--- config.mk ---
export PLATFORM = sky130hd
export DESIGN_NAME = vector_register_file_flat
export DESIGN_NICKNAME = d
export VERILOG_FILES = /design/src/rtl/vector_register_file_if.sv /design/src/rtl/vector_register_file.sv /design/src/flat_wrapper.sv
export SDC_FILE = /design/constraint.sdc
export NUM_CORES = 1
export LEC_CHECK = 0
export BUFFER_PORTS_ARGS = -buffer_cell sky130_fd_sc_hd__clkbuf_2
export CAP_MARGIN = 20
export CORE_MARGIN = 10
export CORE_UTILIZATION = 30
export CTS_CLUSTER_SIZE = 16
export DETAILED_ROUTE_END_ITERATION = 16
export PLACE_DENSITY_LB_ADDON = 0.1
export RECOVER_POWER = 50
export SYNTH_ARGS = -nofsm -noshare
export SYNTH_HDL_FRONTEND = slang
export SYNTH_SLANG_ARGS = --single-unit
--- constraint.sdc ---
create_clock -name clk -period 4.4 [get_ports clk]
set_input_delay 0.44 -clock clk [delete_from_list [all_inputs] [get_ports clk]]
set_output_delay 0.44 -clock clk [all_outputs]
set_load 0.05 [all_outputs]
--- src/rtl/vector_register_file_if.sv ---
`default_nettype none
// ============================================================================
//  Module   : vector_register_file_if
//  Purpose  : Write, read, scoreboard and clear signals of the SIMD vector
//             register file, bundled with master/slave views.
//  Revision : 1.0 - initial release
// ============================================================================
interface vector_register_file_if #(
    parameter int LANE_W   = 8,
    parameter int LANES    = 4,
    parameter int SEL_BITS = 3
);
    logic                      wrEn;
    logic [SEL_BITS-1:0]       wrSel;
    logic [LANES-1:0]          wrMask;
    logic                      wrBroadcast;
    logic [LANES*LANE_W-1:0]   dataIn;
    logic [SEL_BITS-1:0]       rSel1;
    logic [SEL_BITS-1:0]       rSel2;
    logic [LANES*LANE_W-1:0]   reg1Out;
    logic [LANES*LANE_W-1:0]   reg2Out;
    logic                      resvEn;
    logic [SEL_BITS-1:0]       resvSel;
    logic                      busy1;
    logic                      busy2;
    logic                      resvErr;
    logic                      clrReq;
    logic                      clrBusy;

    // Datapath master (issue logic) drives requests and selects
    modport master (
        output wrEn, wrSel, wrMask, wrBroadcast, dataIn,
        output rSel1, rSel2, resvEn, resvSel, clrReq,
        input  reg1Out, reg2Out, busy1, busy2, resvErr, clrBusy
    );

    // Register file side
    modport slave (
        input  wrEn, wrSel, wrMask, wrBroadcast, dataIn,
        input  rSel1, rSel2, resvEn, resvSel, clrReq,
        output reg1Out, reg2Out, busy1, busy2, resvErr, clrBusy
    );
endinterface
`default_nettype wire

--- src/rtl/vector_register_file.sv ---
`default_nettype none
// ============================================================================
//  Module   : vector_register_file
//  Purpose  : SIMD vector register file with two bypassed combinational read
//             ports, masked/broadcast write port, pending-write scoreboard
//             and a one-register-per-cycle sequential clear engine.
//  Revision : 1.0 - initial release
// ============================================================================
module vector_register_file #(
    parameter int LANE_W   = 8,
    parameter int LANES    = 4,
    parameter int REGS     = 8,
    parameter int SEL_BITS = 3
) (
    input  wire logic               clk,
    input  wire logic               rst,    // asynchronous, active-low
    vector_register_file_if.slave   bus
);
    localparam int                  c_DW    = LANES * LANE_W;
    localparam logic [SEL_BITS:0]   c_NREGS = (SEL_BITS + 1)'(REGS);

    typedef enum logic [0:0] {
        ST_IDLE  = 1'b0,
        ST_CLEAR = 1'b1
    } state_t;

    state_t                 r_state;
    state_t                 w_state_nxt;
    logic [SEL_BITS-1:0]    r_clrIdx;
    logic [c_DW-1:0]        r_regs [REGS];
    logic [REGS-1:0]        r_pending;
    logic                   r_resvErr;

    logic [c_DW-1:0]        w_wdata;
    logic                   w_idle;
    logic                   w_wrValid;
    logic                   w_fullMask;
    logic                   w_resvValid;
    logic                   w_bypassEn;
    logic                   w_lastIdx;

    function automatic logic in_range(input logic [SEL_BITS-1:0] sel);
        return ({1'b0, sel} < c_NREGS);
    endfunction

    // Storage view of one register with the same-cycle write merged per lane;
    // everything reads as zero while reset is held.
    function automatic logic [c_DW-1:0] read_port(input logic [SEL_BITS-1:0] sel);
        logic [c_DW-1:0] v;
        v = '0;
        if (rst && in_range(sel)) begin
            v = r_regs[sel];
            for (int i = 0; i < LANES; i++) begin
                if (w_bypassEn && (bus.wrSel == sel) && bus.wrMask[i])
                    v[i*LANE_W +: LANE_W] = w_wdata[i*LANE_W +: LANE_W];
            end
        end
        return v;
    endfunction

    // A full write to the register being read hides its pending bit, unless
    // the same register is re-reserved in this cycle.
    function automatic logic busy_port(input logic [SEL_BITS-1:0] sel);
        logic clearing;
        clearing = w_wrValid && w_fullMask && (bus.wrSel == sel) &&
                   !(w_resvValid && (bus.resvSel == sel));
        return rst && in_range(sel) && r_pending[sel] && !clearing;
    endfunction

    // Write data selection, request qualification and read ports
    always_comb begin
        w_wdata = '0;
        for (int i = 0; i < LANES; i++) begin
            w_wdata[i*LANE_W +: LANE_W] = bus.wrBroadcast ? bus.dataIn[LANE_W-1:0]
                                                          : bus.dataIn[i*LANE_W +: LANE_W];
        end
        w_idle      = (r_state == ST_IDLE);
        w_wrValid   = bus.wrEn && in_range(bus.wrSel) && w_idle;
        w_fullMask  = &bus.wrMask;
        w_resvValid = bus.resvEn && in_range(bus.resvSel) && w_idle;
        w_bypassEn  = w_wrValid && rst;
        w_lastIdx   = ({1'b0, r_clrIdx} == (c_NREGS - 1'b1));
        bus.reg1Out = read_port(bus.rSel1);
        bus.reg2Out = read_port(bus.rSel2);
        bus.busy1   = busy_port(bus.rSel1);
        bus.busy2   = busy_port(bus.rSel2);
        bus.resvErr = r_resvErr;
        bus.clrBusy = (r_state == ST_CLEAR);
    end

    // Clear engine state register
    always_ff @(posedge clk or negedge rst) begin
        if (!rst) r_state <= ST_IDLE;
        else      r_state <= w_state_nxt;
    end

    // Clear engine next-state: one register per cycle, exit after the last
    always_comb begin
        w_state_nxt = r_state;
        case (r_state)
            ST_IDLE:  if (bus.clrReq) w_state_nxt = ST_CLEAR;
            ST_CLEAR: if (w_lastIdx)  w_state_nxt = ST_IDLE;
            default:  w_state_nxt = ST_IDLE;
        endcase
    end

    // Clear index: restart on request, advance while clearing
    always_ff @(posedge clk or negedge rst) begin
        if (!rst)                       r_clrIdx <= '0;
        else if (w_idle && bus.clrReq)  r_clrIdx <= '0;
        else if (!w_idle)               r_clrIdx <= r_clrIdx + 1'b1;
    end

    // Register storage: clear engine has priority, else masked lane writes
    always_ff @(posedge clk or negedge rst) begin
        if (!rst) begin
            for (int r = 0; r < REGS; r++) r_regs[r] <= '0;
        end else if (!w_idle) begin
            r_regs[r_clrIdx] <= '0;
        end else if (w_wrValid) begin
            for (int i = 0; i < LANES; i++) begin
                if (bus.wrMask[i])
                    r_regs[bus.wrSel][i*LANE_W +: LANE_W] <= w_wdata[i*LANE_W +: LANE_W];
            end
        end
    end

    // Scoreboard: reservation is applied last so it wins over a full write
    always_ff @(posedge clk or negedge rst) begin
        if (!rst) begin
            r_pending <= '0;
        end else if (!w_idle) begin
            r_pending[r_clrIdx] <= 1'b0;
        end else begin
            if (w_wrValid && w_fullMask) r_pending[bus.wrSel]   <= 1'b0;
            if (w_resvValid)             r_pending[bus.resvSel] <= 1'b1;
        end
    end

    // Double-reservation error pulse
    always_ff @(posedge clk or negedge rst) begin
        if (!rst) r_resvErr <= 1'b0;
        else      r_resvErr <= w_resvValid && r_pending[bus.resvSel];
    end
endmodule
`default_nettype wire

--- src/flat_wrapper.sv ---
// flat-port wrapper written by rule: the top's interface ports become plain ports
module vector_register_file_flat 
#(
    parameter int LANE_W   = 8,
    parameter int LANES    = 4,
    parameter int REGS     = 8,
    parameter int SEL_BITS = 3
)
  (clk, rst, bus_wrEn, bus_wrSel, bus_wrMask, bus_wrBroadcast, bus_dataIn, bus_rSel1, bus_rSel2, bus_resvEn, bus_resvSel, bus_clrReq, bus_reg1Out, bus_reg2Out, bus_busy1, bus_busy2, bus_resvErr, bus_clrBusy);
  vector_register_file_if #(.LANE_W(LANE_W), .LANES(LANES), .SEL_BITS(SEL_BITS)) bus_i ();
  input  wire logic clk;
  input  wire logic rst;
  input wire logic [$bits(bus_i.wrEn)-1:0] bus_wrEn;
  input wire logic [$bits(bus_i.wrSel)-1:0] bus_wrSel;
  input wire logic [$bits(bus_i.wrMask)-1:0] bus_wrMask;
  input wire logic [$bits(bus_i.wrBroadcast)-1:0] bus_wrBroadcast;
  input wire logic [$bits(bus_i.dataIn)-1:0] bus_dataIn;
  input wire logic [$bits(bus_i.rSel1)-1:0] bus_rSel1;
  input wire logic [$bits(bus_i.rSel2)-1:0] bus_rSel2;
  input wire logic [$bits(bus_i.resvEn)-1:0] bus_resvEn;
  input wire logic [$bits(bus_i.resvSel)-1:0] bus_resvSel;
  input wire logic [$bits(bus_i.clrReq)-1:0] bus_clrReq;
  output wire logic [$bits(bus_i.reg1Out)-1:0] bus_reg1Out;
  output wire logic [$bits(bus_i.reg2Out)-1:0] bus_reg2Out;
  output wire logic [$bits(bus_i.busy1)-1:0] bus_busy1;
  output wire logic [$bits(bus_i.busy2)-1:0] bus_busy2;
  output wire logic [$bits(bus_i.resvErr)-1:0] bus_resvErr;
  output wire logic [$bits(bus_i.clrBusy)-1:0] bus_clrBusy;
  assign bus_i.wrEn = bus_wrEn;
  assign bus_i.wrSel = bus_wrSel;
  assign bus_i.wrMask = bus_wrMask;
  assign bus_i.wrBroadcast = bus_wrBroadcast;
  assign bus_i.dataIn = bus_dataIn;
  assign bus_i.rSel1 = bus_rSel1;
  assign bus_i.rSel2 = bus_rSel2;
  assign bus_i.resvEn = bus_resvEn;
  assign bus_i.resvSel = bus_resvSel;
  assign bus_i.clrReq = bus_clrReq;
  assign bus_reg1Out = bus_i.reg1Out;
  assign bus_reg2Out = bus_i.reg2Out;
  assign bus_busy1 = bus_i.busy1;
  assign bus_busy2 = bus_i.busy2;
  assign bus_resvErr = bus_i.resvErr;
  assign bus_clrBusy = bus_i.clrBusy;
  vector_register_file #(.LANE_W(LANE_W), .LANES(LANES), .REGS(REGS), .SEL_BITS(SEL_BITS)) u_core (.clk(clk), .rst(rst), .bus(bus_i));
endmodule
==> flow_summary.toml <==
[sta]
fin_crit_ps = 3900
hold_viol_final = 0
fmaxAchievable_mhz = 257
worstMarginPinSlew_ps = 921
tns_ps = 0
final-max-slew-violation-count = 0
rsz0062_at_grt = "false"
skew_ps = 13.5
min_period_over_period_pct = 88.5
relSlewSlack_pct = 36.8
finalSetupViolations = 0

[placement]
dp_hpwl_um = 39300
io_buffers = 121
placed_area_um2 = 16800
place.gp.congestion = 0.787

[clock_tree]
cts.root.buffer_cell = "clkbuf_16"
cts_made_buffers = 35
clk_latency_ps = 540
clk_pin_slew_ps = 60
clockBufferDepth = 3
cts_tree = "built"
h-tree-depth = 2
cts_sinks = 269

[job]
cap_violations = 0

[floorplanning]
die_area_um2 = 60600
core_um2 = 50400
die_height_um = 246
ios = 122
fp-row-count = 82
die_w_um = 246
start_util_pct = 30.5

[layout]
final_util_pct = 35.5
drive_above_1_share_pct = 24.4
syn2layout_area_growth_pct = 16.4
fin_area_um2 = 17900
fin_nets = 1409

[logic_synthesis]
synth_simple_gate_area_share_pct = 8.90
synth_adder_area_share_pct = 0.163
synth_area_leaders = "dfrtp_1 (44%), mux4_2 (16%), o2bb2ai_1 (11%)"
synth.area.mux_share_pct = 23.5
synth_commonest_cells = "dfrtp_1 (269), o2bb2ai_1 (192), nand2_1 (142)"
ys_warn_count = 0
synth_area_um2 = 15300
synth_area_leader_cell = "dfrtp_1"
syn_inst = 1240
synth_ff_type = "dfrtp_1"
yosysSeqAreaShare_pct = 43.9
yosysUniqueCellTypes = 45
synth-edff-count = 0
ys_seq_elements = 269
yosysMostFrequentCell = "dfrtp_1"
synth_nets = 1296
synth_top_family_by_area = "multiplexers"
synth-compound-area-share_pct = 19.5
syn-mean-instance-area_um2 = 12.4
synth_top_area_share_pct = 43.9
synthArstFlopShare_pct = 100
synth-xor-area-share_pct = 1.08

[pwr]
pwr-share-seq_pct = 38.0
combinationalPowerShare_pct = 28.8
switching_power_uw = 3070
leakage_uw = 0.00798
power.density_nw_per_um2 = 471
p_int_uw = 5330
netSwitchingFraction_pct = 36.6
clockPowerShare_pct = 33.1
ir_worst_vdd_mv = 0.202

[worst_setup_path]
path_cells = "clkbuf_1 -> and4b_1 -> nand4_1 -> o21ai_0 -> a21oi_1 -> clkbuf_2"
critPathArrivalTime_ps = 3460
path_class = "flop to output pin"
cp-end-kind = "output pin"
cp.required_ps = 3960
crit_path_max_incr_delay_ps = 700
crit_family = "buffers and inverters"
path_buf_inv = 2
cp_max_fo = 19
cp_slowest_cell = "dfrtp_1"
cp-start-kind = "flop"

[routing]
wl_per_cell_um = 29.7
antenna_left = 0
drc = 0
firstDrtPassIters = 5
drt-initial-drc-count = 1016
via_count = 12200
avgViaCountPerCell = 5.97
routed_wl_um = 60800

[global_routing]
antenna_found_initial = 3
grt_pass1_vias = 12600
grtUsageTotal_pct = 19.9
gr-total-overflow = 0
grt_max_degree = 112
grt_pass1_wl_um = 89800

[status]
status = "complete, no violations"

[min_path]
hold_path.class = "input pin to flop"
==> power by group through the flow <==
stage / Clock, uW / Combinational (uW) / Sequential (uW)
2_1_floorplan: 0 / 1600 / 3110
3_3_place_gp: 0 / 2430 / 3230
3_5_place_dp: 0 / 2440 / 3220
4_1_cts: 2850 / 2440 / 3180
5_1_grt: 2940 / 2580 / 3240
6_report: 2780 / 2420 / 3200
==> kinds of logic (layout without fill, tap and decap cells) <==
family,count (synthesis),in the layout
XOR/XNOR,18,18
adder cells (fa/ha/maj),2,2
buffers and inverters,90,225
AO/OA/AOI/OAI,371,371
AND/OR/NAND/NOR,263,263
multiplexers,227,227
other,0,1
flip-flops,269,269
==> worst reg2reg max path, stage by stage (launching register included) <==
cell       delay [ps]
dfrtp_1           590
clkbuf_1          450
o22ai_1           780
nand2_1           610
o2bb2ai_1         280
==> area by class of cell <==
type	instances	area, um2
fill	4990	32500
multi-input combinational	881	8160
sequential	269	6730
clock buffer	50	1030
timing repair buffer	166	1020
tap	672	841
clock inverter	9	60.1
antenna	1	2.50
==> state kept, by name (all words and copies together), names as in the netlist <==
register            flops
u_core.r_pending        8
u_core.r_clrIdx         3
u_core.bus.resvErr      1
u_core.bus.clrBusy      1
u_core.r_regs         256
==> final timing paths <==
path                                    start                  to  slack (ps)  cells past startpoint
min in group asynchronous                 rst  u_core.r_regs[160]         370                      2
setup / recovery           u_core.bus.clrBusy      bus_reg2Out[3]         500                      6
hold reg to reg            u_core.r_regs[140]  u_core.r_regs[140]         500                      1
setup reg to reg           u_core.bus.clrBusy  u_core.r_regs[139]        1550                      4
hold / removal                     bus_clrReq  u_core.r_clrIdx[2]         150                      2
max in group asynchronous                 rst  u_core.r_regs[121]        2970                      3
==> routing by layer <==
| layer | part of all wire, % | vias to the layer above | global-route usage, % |
|---|---|---|---|
| met3 | 7.9 | 93 | 4.79 |
| met4 | 2.7 | 2 | 6.30 |
| met5 | 0.015 | - | 0 |
| met2 | 45 | 479 | 30.2 |
| met1 | 45 | 6428 | 27.5 |
| li1 | - | 5230 | - |
==> per-stage QoR <==
stage / instances / hold slack (ps) / setup WS, ps / total power (uW)
after floorplan: 1240 / 144 / 1700 / 4710
after global placement: 1987 / 344 / 1300 / 5650
after detailed placement: 1987 / 345 / 1260 / 5660
after CTS: 2047 / 129 / 661 / 8470
after global routing: 2047 / 146 / 301 / 8770
final: 2048 / 151 / 505 / 8400
==> placed cells by master (no fill, tap or decap), drive strengths merged, types with 4 or more instances in the layout <==
cell,netlist,routed
a211o,14,14
a21o,4,4
a21oi,25,25
a22o,64,64
and3,47,47
and3b,6,6
buf,63,49
clkbuf,27,166
clkinv,0,6
dfrtp,269,269
mux2i,120,120
mux4,107,107
nand2,142,142
nand2b,11,11
nand3,4,4
nand3b,7,7
nand4,6,6
nand4b,4,4
nor2,11,11
nor4,9,9
o21ai,26,26
o221ai,7,7
o22ai,32,32
o2bb2ai,192,192
xnor2,6,6
xor2,12,12
==> timing repair <==
| item | 4_1_cts | 5_1_grt |
|---|---|---|
| hold buffers | 1 | 0 |
| endpoints found under the hold margin | 22 | 0 |
| setup buffers | 0 | 0 |
| resized for setup | 0 | 0 |
No activity file was read; power rests on OpenSTA's default activity.
